### src/rtl/rv_pkg.sv
// ---------------------------------------------------------------------------
// rv_pkg -- shared definitions for the RV32I fetch front end.
//
// Contents:
//   PC_SRC_*          pc_src encodings driven by the decode stage
//   *_VECTOR_DEF      default reset and trap vectors
//   pc_state_e        pc_gen control states
//   redir_pri_e       ranking of redirect sources; a larger value wins
//   misaligned()      target alignment test for 32-bit instructions
// ---------------------------------------------------------------------------
package rv_pkg;

    localparam logic [1:0] PC_SRC_SEQ  = 2'b00;
    localparam logic [1:0] PC_SRC_REL  = 2'b01;
    localparam logic [1:0] PC_SRC_JALR = 2'b10;

    localparam logic [31:0] RESET_VECTOR_DEF = 32'h0000_0000;
    localparam logic [31:0] TRAP_VECTOR_DEF  = 32'h0000_0100;

    typedef enum logic [1:0] {
        ST_BOOT = 2'd0,
        ST_RUN  = 2'd1,
        ST_HOLD = 2'd2
    } pc_state_e;

    // Numeric order matters: pending redirects are replaced only by a
    // strictly larger value.
    typedef enum logic [1:0] {
        PRI_NONE = 2'd0,
        PRI_BR   = 2'd1,
        PRI_MRET = 2'd2,
        PRI_TRAP = 2'd3
    } redir_pri_e;

    // Without the C extension every instruction address is word aligned.
    function automatic logic misaligned(input logic [1:0] lsb);
        return lsb != 2'b00;
    endfunction

endpackage

### src/rtl/pc_target_calc.sv
// ---------------------------------------------------------------------------
// pc_target_calc -- combinational next-PC selection for pc_gen.
//
// Ports:
//   pc_i          current fetch address
//   pc_src_i      00 seq, 01 PC+imm, 10 (rs1+imm)&~1, 11 treated as seq
//   trap_i        exception/interrupt request (highest priority)
//   mret_i        return from trap, target mepc_i
//   imm_i         sign-extended immediate
//   rs1_i         JALR base
//   mepc_i        mret return address
//   target_o      next PC; already replaced by TRAP_VECTOR when misaligned
//   misaligned_o  redirect target was not word aligned
//   capture_o     this target must save the current PC into mepc
//   pri_o         rank of the selected source (PRI_NONE for sequential)
// ---------------------------------------------------------------------------
module pc_target_calc
    import rv_pkg::*;
#(
    parameter int               XLEN        = 32,
    parameter logic [XLEN-1:0]  TRAP_VECTOR = XLEN'(TRAP_VECTOR_DEF),
    parameter int unsigned      INC         = 4
) (
    input  logic [XLEN-1:0] pc_i,
    input  logic [1:0]      pc_src_i,
    input  logic            trap_i,
    input  logic            mret_i,
    input  logic [XLEN-1:0] imm_i,
    input  logic [XLEN-1:0] rs1_i,
    input  logic [XLEN-1:0] mepc_i,
    output logic [XLEN-1:0] target_o,
    output logic            misaligned_o,
    output logic            capture_o,
    output redir_pri_e      pri_o
);

    logic [XLEN-1:0] raw;
    logic [XLEN-1:0] jalr_sum;
    logic            check_align;

    assign jalr_sum = rs1_i + imm_i;

    always_comb begin
        raw         = pc_i + XLEN'(INC);
        pri_o       = PRI_NONE;
        check_align = 1'b0;

        if (trap_i) begin
            raw   = TRAP_VECTOR;
            pri_o = PRI_TRAP;
        end else if (mret_i) begin
            raw         = mepc_i;
            pri_o       = PRI_MRET;
            check_align = 1'b1;
        end else if (pc_src_i == PC_SRC_REL) begin
            raw         = pc_i + imm_i;
            pri_o       = PRI_BR;
            check_align = 1'b1;
        end else if (pc_src_i == PC_SRC_JALR) begin
            raw         = {jalr_sum[XLEN-1:1], 1'b0};
            pri_o       = PRI_BR;
            check_align = 1'b1;
        end

        // Sequential and trap targets are aligned by construction, so only
        // true redirects are tested.
        misaligned_o = check_align & misaligned(raw[1:0]);
        target_o     = misaligned_o ? TRAP_VECTOR : raw;
        capture_o    = trap_i | misaligned_o;
    end

endmodule

### src/rtl/pc_gen.sv
// ---------------------------------------------------------------------------
// pc_gen -- program-counter generator for the RV32I fetch stage.
//
// Ports:
//   clk             rising-edge clock
//   areset          asynchronous active-low reset
//   load            pipeline advance enable (0 holds the PC)
//   pc_src          next-PC source select from decode
//   imm_ext         sign-extended immediate
//   rs1             JALR base register value
//   trap            exception/interrupt request
//   mret            return from trap
//   mepc_in         mret return address
//   fetch_ready     instruction memory accepts pc_out this cycle
//   pc_out          current fetch address
//   pc_plus         pc_out + INC (link value), combinational
//   fetch_valid     pc_out is a valid fetch request
//   misaligned_exc  one-cycle pulse with the PC update of a misaligned redirect
//   mepc_out        PC saved on trap or misaligned redirect
//
// A fetch is accepted on fetch_valid & fetch_ready & load and the PC moves
// only then, so the address seen by memory is stable across a stall. A
// redirect seen without an accept is parked in a pending register (HOLD)
// and replayed on the next accept whatever the inputs are in that cycle.
// ---------------------------------------------------------------------------
module pc_gen
    import rv_pkg::*;
#(
    parameter int               XLEN         = 32,
    parameter logic [XLEN-1:0]  RESET_VECTOR = XLEN'(RESET_VECTOR_DEF),
    parameter logic [XLEN-1:0]  TRAP_VECTOR  = XLEN'(TRAP_VECTOR_DEF),
    parameter int unsigned      INC          = 4
) (
    input  logic            clk,
    input  logic            areset,
    input  logic            load,
    input  logic [1:0]      pc_src,
    input  logic [XLEN-1:0] imm_ext,
    input  logic [XLEN-1:0] rs1,
    input  logic            trap,
    input  logic            mret,
    input  logic [XLEN-1:0] mepc_in,
    input  logic            fetch_ready,
    output logic [XLEN-1:0] pc_out,
    output logic [XLEN-1:0] pc_plus,
    output logic            fetch_valid,
    output logic            misaligned_exc,
    output logic [XLEN-1:0] mepc_out
);

    pc_state_e       state_q;
    logic [XLEN-1:0] pc_q;
    logic            fetch_valid_q;
    logic            mis_exc_q;
    logic [XLEN-1:0] mepc_q;

    // Pending redirect captured during a stall.
    logic [XLEN-1:0] pend_pc_q;
    logic            pend_mis_q;
    logic            pend_cap_q;
    redir_pri_e      pend_pri_q;

    logic [XLEN-1:0] tgt;
    logic            tgt_mis;
    logic            tgt_cap;
    redir_pri_e      tgt_pri;
    logic            accept_d;
    logic            redirect_d;

    pc_target_calc #(
        .XLEN        (XLEN),
        .TRAP_VECTOR (TRAP_VECTOR),
        .INC         (INC)
    ) u_target (
        .pc_i         (pc_q),
        .pc_src_i     (pc_src),
        .trap_i       (trap),
        .mret_i       (mret),
        .imm_i        (imm_ext),
        .rs1_i        (rs1),
        .mepc_i       (mepc_in),
        .target_o     (tgt),
        .misaligned_o (tgt_mis),
        .capture_o    (tgt_cap),
        .pri_o        (tgt_pri)
    );

    assign accept_d   = fetch_valid_q & fetch_ready & load;
    assign redirect_d = (tgt_pri != PRI_NONE);

    always_ff @(posedge clk or negedge areset) begin
        if (!areset) begin
            state_q       <= ST_BOOT;
            pc_q          <= RESET_VECTOR;
            fetch_valid_q <= 1'b0;
            mis_exc_q     <= 1'b0;
            mepc_q        <= '0;
            pend_pc_q     <= '0;
            pend_mis_q    <= 1'b0;
            pend_cap_q    <= 1'b0;
            pend_pri_q    <= PRI_NONE;
        end else begin
            mis_exc_q <= 1'b0;  // pulse, re-armed only by an update below
            case (state_q)
                // One idle cycle after reset; PC stays at the reset vector.
                ST_BOOT: begin
                    state_q       <= ST_RUN;
                    fetch_valid_q <= 1'b1;
                end

                ST_RUN: begin
                    if (accept_d) begin
                        pc_q      <= tgt;
                        mis_exc_q <= tgt_mis;
                        if (tgt_cap) mepc_q <= pc_q;
                    end else if (redirect_d) begin
                        pend_pc_q  <= tgt;
                        pend_mis_q <= tgt_mis;
                        pend_cap_q <= tgt_cap;
                        pend_pri_q <= tgt_pri;
                        state_q    <= ST_HOLD;
                    end
                end

                ST_HOLD: begin
                    if (accept_d) begin
                        // The parked redirect wins over this cycle's inputs.
                        pc_q       <= pend_pc_q;
                        mis_exc_q  <= pend_mis_q;
                        if (pend_cap_q) mepc_q <= pc_q;
                        pend_pri_q <= PRI_NONE;
                        state_q    <= ST_RUN;
                    end else if (tgt_pri > pend_pri_q) begin
                        // pc_q is frozen in HOLD, so a recomputed target is
                        // still relative to the stalled fetch address.
                        pend_pc_q  <= tgt;
                        pend_mis_q <= tgt_mis;
                        pend_cap_q <= tgt_cap;
                        pend_pri_q <= tgt_pri;
                    end
                end

                default: begin
                    state_q       <= ST_BOOT;
                    fetch_valid_q <= 1'b0;
                end
            endcase
        end
    end

    assign pc_out         = pc_q;
    assign pc_plus        = pc_q + XLEN'(INC);
    assign fetch_valid    = fetch_valid_q;
    assign misaligned_exc = mis_exc_q;
    assign mepc_out       = mepc_q;

endmodule

### config.mk
export PLATFORM = sky130hd
export DESIGN_NAME = pc_gen
export DESIGN_NICKNAME = d
export VERILOG_FILES = /design/src/rtl/rv_pkg.sv /design/src/rtl/pc_target_calc.sv /design/src/rtl/pc_gen.sv
export SDC_FILE = /design/constraint.sdc
export NUM_CORES = 1
export LEC_CHECK = 0
export BUFFER_PORTS_ARGS = -buffer_cell sky130_fd_sc_hd__buf_2
export CAP_MARGIN = 20
export CORE_MARGIN = 1.5
export CORE_UTILIZATION = 25
export CTS_CLUSTER_DIAMETER = 60
export DETAILED_ROUTE_END_ITERATION = 6
export PLACE_DENSITY = 0.46
export SYNTH_ARGS = -nofsm -noshare
export SYNTH_HDL_FRONTEND = slang
export SYNTH_SLANG_ARGS = --single-unit
### constraint.sdc
create_clock -name clk -period 5.1 [get_ports clk]
set_input_delay 0.51 -clock clk [delete_from_list [all_inputs] [get_ports clk]]
set_output_delay 0.51 -clock clk [all_outputs]
set_load 0.02 [all_outputs]
**Yosys cells after proc, flatten, opt, wreduce, memory -nomap -nowiden**

Index checks and enable logic that the tools add are counted.

- Flip-flop bits (word level): 104
- Input bits: 104
- Output and inout bits: 98

- $add $sub $neg: 3
- $lt $le $gt $ge: 1
- Equality and inequality tests: 13
- Muxes and demuxes: 49
- Bitwise gates (word level): 4
- Reduce and logical (&&, ||, !) cells: 10

Operators with widths:

| operator | count |
|---|---|
| 32-bit 2-to-1 mux | 15 |
| 32-bit one-hot mux with 2 select lines | 3 |
| 32-bit adder | 2 |
| 32-bit by 3-bit adder with 32-bit output, second input constant | 1 |
| 2-bit 2-to-1 mux | 10 |
| 2-bit != test, second input constant | 8 |
| 1-bit 2-to-1 mux | 15 |
| 5-bit AND reduction | 2 |
| 1-bit one-hot mux with 2 select lines | 4 |
| 2-bit one-hot mux with 3 select lines | 1 |
| 3-bit AND reduction | 2 |
| 2-bit nonzero test | 3 |
| 2-bit by 1-bit equality test with 1-bit output, second input constant | 2 |
| 2-bit equality test, second input constant | 2 |
| 2-bit one-hot mux with 2 select lines | 1 |
| 4-bit AND reduction | 1 |
| 1-bit AND | 3 |
| 3-bit != test, second input constant | 1 |
| 2-bit > comparator | 1 |
| 2-bit logical NOT | 1 |
| 2-bit OR reduction | 1 |
| 1-bit bitwise OR | 1 |

**Logic depth before layout (Yosys ltp)**

- Depth in word-level cells: 11
- Depth in mapped cells: 15
- Depth with buffers taken out: 12

**Cells and area by module**

Synthesis repeated with hierarchy kept, for this count alone.

- Cells, all modules: 1161
- Area total of the unflattened synthesis: 9733.1 um2

Modules (own cells, without submodules):

| module | times used | cells each | area each (um2) | sequential area each (um2) |
|---|---|---|---|---|
| pc_gen | 1 | 407 | 4914.7 | 2602.5 |
| pc_target_calc | 1 | 754 | 4818.4 | 0.0 |

**Least setup slack after synthesis**

OpenSTA, ideal clock, no wires.

- Path kind: input-to-reg
- From: input port mret
- To: register pend_mis_q
- Library setup time: 125 ps
- Data arrival time: 3134 ps
- Path slack: 1842 ps
- Cell stages on the path: 14
- Path buffers: 5
- Cell sequence: clkbuf_1 buf_1 buf_1 nor2_1 nor2_1 ha_1 inv_1 a21oi_1 a21oi_1 o221ai_1 a21o_1 clkbuf_1 buf_1 mux2_2

- Longest elaborated chain between the ends: 7

RTL lines:

| item | line | text |
|---|---|---|
| start: declaration | pc_gen.sv:41 | `input logic mret,` |
| 32-bit 2-to-1 mux | pc_target_calc.sv:51 | `end else if (mret_i) begin` |
| 32-bit 2-to-1 mux | pc_target_calc.sv:48 | `if (trap_i) begin` |
| 2-bit nonzero test | rv_pkg.sv:37 | `return lsb != 2'b00;` |
| 1-bit AND | pc_target_calc.sv:67 | `misaligned_o = check_align & misaligned(raw[1:0]);` |
| 1-bit 2-to-1 mux, on equally long branches | pc_gen.sv:133, pc_gen.sv:116 |  |
| 1-bit 2-to-1 mux, on equally long branches | pc_gen.sv:126, pc_gen.sv:112 |  |
| 1-bit one-hot mux with 2 select lines | pc_gen.sv:104 | `case (state_q)` |
| end signal: assignment | pc_gen.sv:118 | `pend_mis_q <= tgt_mis;` |
| end signal: assignment | pc_gen.sv:137 | `pend_mis_q <= tgt_mis;` |
| end: declaration | pc_gen.sv:59 | `logic pend_mis_q;` |

Parallel ways exist; a longest one is shown, timed or not. The select of a mux whose other input is x is not followed.
A chain may end at the register's enable or synchronous reset.

**Worst setup path in the final report**

- From: register pc_q[0], in the netlist pc_out[0]
- To: register pend_pc_q[21]

- Longest elaborated chain between the ends: 11

RTL lines:

| item | line | text |
|---|---|---|
| start: declaration | pc_gen.sv:52 | `logic [XLEN-1:0] pc_q;` |
| start signal: assignment | pc_gen.sv:113 | `pc_q <= tgt;` |
| start signal: assignment | pc_gen.sv:128 | `pc_q <= pend_pc_q;` |
| 32-bit by 3-bit adder with 32-bit output | pc_target_calc.sv:44 | `raw = pc_i + XLEN'(INC);` |
| 32-bit 2-to-1 mux | pc_target_calc.sv:59 | `end else if (pc_src_i == PC_SRC_JALR) begin` |
| 32-bit 2-to-1 mux * | pc_target_calc.sv:55 | `end else if (pc_src_i == PC_SRC_REL) begin` |
| 32-bit 2-to-1 mux * | pc_target_calc.sv:51 |  |
| 32-bit 2-to-1 mux * | pc_target_calc.sv:48 |  |
| 2-bit nonzero test | rv_pkg.sv:37 |  |
| 1-bit AND | pc_target_calc.sv:67 |  |
| 32-bit 2-to-1 mux * | pc_target_calc.sv:68 | `target_o = misaligned_o ? TRAP_VECTOR : raw;` |
| 32-bit 2-to-1 mux, on equally long branches | pc_gen.sv:133, pc_gen.sv:116 |  |
| 32-bit 2-to-1 mux, on equally long branches | pc_gen.sv:126, pc_gen.sv:112 |  |
| 32-bit one-hot mux with 2 select lines * | pc_gen.sv:104 |  |
| end signal: assignment | pc_gen.sv:117 | `pend_pc_q <= tgt;` |
| end signal: assignment | pc_gen.sv:136 | `pend_pc_q <= tgt;` |
| end: declaration | pc_gen.sv:58 | `logic [XLEN-1:0] pend_pc_q;` |

Every way passes the cells marked *; elsewhere a longest branch is shown, timed or not. The select of a mux whose other input is x is not followed.

==> flow_summary.toml <==
[outcome]
status = "finished, final reports clean"

[grt]
antenna_found_initial = 0
grt_pass1_vias = 9326
grt_pass1_wl_microns = 59500
track_usage_pct = 20.4
globalRoute.totalOverflow = 0
grt_max_degree = 68

[drt]
wl_microns = 40300
drc = 0
ant_nets = 0
vias = 9623
wl_per_cell_microns = 22.2
drtPass1Iterations = 5
vias_per_cell = 5.29
drt_iter0_markers = 697

[clock_tree]
clock-sinks = 104
clk_pin_slew_ps = 70
clkLatencyLatePin_ps = 360
tritoncts = "done"
holdBufCountCts = 0
clockRootBuffer = "clkbuf_16"
htreeDepth = 3
cts_inserted_buffers = 9
post_cts_buffers = 0
ctsResizeCount = 0
cts.path.max_buffers = 2

[setup_path]
crit_buf_inv = 1
crit_type = "flop to flop"
worst_ep_arrival_time_ps = 3950
slowest_stage = "or3_1"
cp.required_ps = 5320
crit_family = "compound AO/OA/AOI/OAI gates"
cpMostUsedCell = "o21ai_0"
cp_max_fo = 13
crit_chain = "ha_1 > inv_1 > fa_1 > nand2b_1 > a311oi_1 > or3_1 > nor2_1 > a32oi_1 > o21ai_0 > a21oi_1 > o21ai_0"
crit_path_start_kind = "flop"
endpoint_kind = "flop"
cp_slowest_stage_delay_ps = 640

[logic_synthesis]
syn_area_sq_um = 9420
yosys_warnings = 0
synth_ff_type = "dfrtp_1"
yosysSeqAreaShare_pct = 27.6
synth_area_per_cell_sq_um = 8.28
synth-edff-count = 0
synth_cell_types = 77
synth_fp_nets = 1313
synthCells = 1138
ys_async_sr_fraction_pct = 100
ys_ff_latch = 104

[sta]
slew_headroom_pct = 31.0
finalCriticalPeriod_ps = 3740
setup_violations = 0
hold_viol_final = 0
clock_skew_ps = 10.4
finalCritPeriodShare_pct = 73.2
tightest_slew_ps = 1030
slew_violations = 0
rsz0062_at_grt = "no"
fin_setup_tns_ps = 0
max_clock_freq_mhz = 268

[final_layout]
area_growth_syn_to_layout_pct = 19.6
post-route-util_pct = 30.6
antenna_cells = 0
nets = 1485
drive_gt1_share_pct = 22.6

[hold_path]
hp-class = "primary input to asynchronous set/reset pin"

[floorplanning]
io_pins = 202
die_h_microns = 197
core_area_sq_um = 36900
row_count = 70
start_util_pct = 25.6
die_w_microns = 197
die-area_sq_um = 38900

[placed_design]
gp_congestion = 0.951
portBuffers = 201
dpl.hpwl_microns = 31600

[power_and_ir_drop]
p_per_area_nw_per_um2 = 470
peakVddDrop_mv = 0.193
p_leak_nw = 5.31

[run]
drv_cap = 0
==> cell usage after synthesis, types with 7 or more instances <==
master,number,share of area (%)
nand2_1,125,5.0
clkbuf_1,39,1.6
or3_1,10,0.66
xor2_1,28,2.6
nor4_1,7,0.46
and4_1,7,0.65
dfrtp_1,104,28
mux2_2,44,5.3
o21ai_0,74,3.9
o21ai_1,9,0.48
ha_1,69,9.2
mux2i_1,16,1.7
a21oi_1,94,5.0
a31oi_1,8,0.53
nand2b_1,10,0.66
and2_1,9,0.60
o21a_1,12,0.96
nor2_1,77,3.1
nor3_1,15,0.80
xnor2_1,43,4.0
buf_2,8,0.42
and3_1,28,1.9
inv_1,35,1.4
o21bai_1,7,0.56
a221o_1,7,0.74
nand4_1,16,1.1
o31ai_1,14,1.1
o211ai_1,18,1.4
nand3_1,50,2.7
a211oi_1,20,1.6
a21o_1,26,2.1
==> report_power, final <==
part	switching (W)	total [W]	internal, W
logic	0.00190	0.00301	0.00111
registers	0.000417	0.00154	0.00112
clock network	0.000324	0.000752	0.000428
==> cell usage in the layout (no fill, tap or decap), types with 18 or more instances in the layout <==
master    instances
nand2_1         125
nor2_1           77
dfrtp_1         104
buf_2           200
xnor2_1          43
buf_4            18
mux2_2           44
o21ai_0          73
a21o_1           26
a21oi_1          94
xor2_1           28
o211ai_1         18
and3_1           28
nand3_1          50
inv_1            35
ha_1             69
a211oi_1         20
==> final timing paths <==
path | from | to | slack, ps | depth (start not counted)
setup / recovery | pc_out[0] | pend_pc_q[21] | 1360 | 11
hold / removal | areset | mepc_out[0] | 270 | 1
setup reg to reg | pc_out[0] | pend_pc_q[21] | 1360 | 11
hold reg to reg | pend_pc_q[24] | pend_pc_q[24] | 480 | 2
max in group asynchronous | areset | mepc_out[30] | 3760 | 2
min in group clk | pend_pc_q[24] | pend_pc_q[24] | 480 | 2
==> sequential cells by signal, summed over array words and instances, names as in the netlist <==
| signal | flops |
|---|---|
| fetch_valid | 1 |
| misaligned_exc | 1 |
| pend_pc_q | 32 |
| pend_mis_q | 1 |
| pend_cap_q | 1 |
| pc_out | 32 |
| state_q | 2 |
| pend_pri_q | 2 |
| mepc_out | 32 |
==> layout make-up <==
type | count | area [sq um]
Fill cell | 3988 | 25600
Multi-Input combinational cell | 942 | 6460
Sequential cell | 104 | 2600
Timing Repair Buffer | 218 | 1140
Tap cell | 504 | 631
Clock buffer | 10 | 229
Inverter | 35 | 131
Clock inverter | 5 | 82.6
==> kinds of logic (layout without fill, tap and decap cells) <==
| logic type | count (synthesis) | count (layout) | synth area share [%] |
|---|---|---|---|
| and+or+nand+nor | 376 | 376 | 19.3 |
| muxes | 60 | 60 | 6.96 |
| xor gates and xnor gates | 71 | 71 | 6.60 |
| AOI/OAI and AO/OA | 364 | 364 | 25.9 |
| adders and majority gates | 71 | 71 | 9.59 |
| buffers and inverters | 92 | 268 | 4.01 |
| DFF | 104 | 104 | 27.6 |
==> routing by layer <==
layer	vias up	wire (microns)	track usage [%]	share of wire [%]
li1	4573	-	-	-
met1	4702	19000	29.4	47
met2	303	18000	31.8	45
met3	45	2200	2.19	5.5
met4	0	1060	6.56	2.6
met5	-	0	0	0
==> stage by stage <==
step	cell area [sq um]	cells	setup slack [ps]	hold WS, ps	power (W)
2_1_floorplan	9420	1138	1840	214	0.00344
3_3_place_gp	11000	1803	1250	454	0.00455
3_5_place_dp	11000	1803	1250	461	0.00453
4_1_cts	11300	1818	1390	316	0.00531
5_1_grt	11300	1818	1140	350	0.00565
6_report	11300	1818	1360	273	0.00530
No activity file was read; power rests on OpenSTA's default activity.
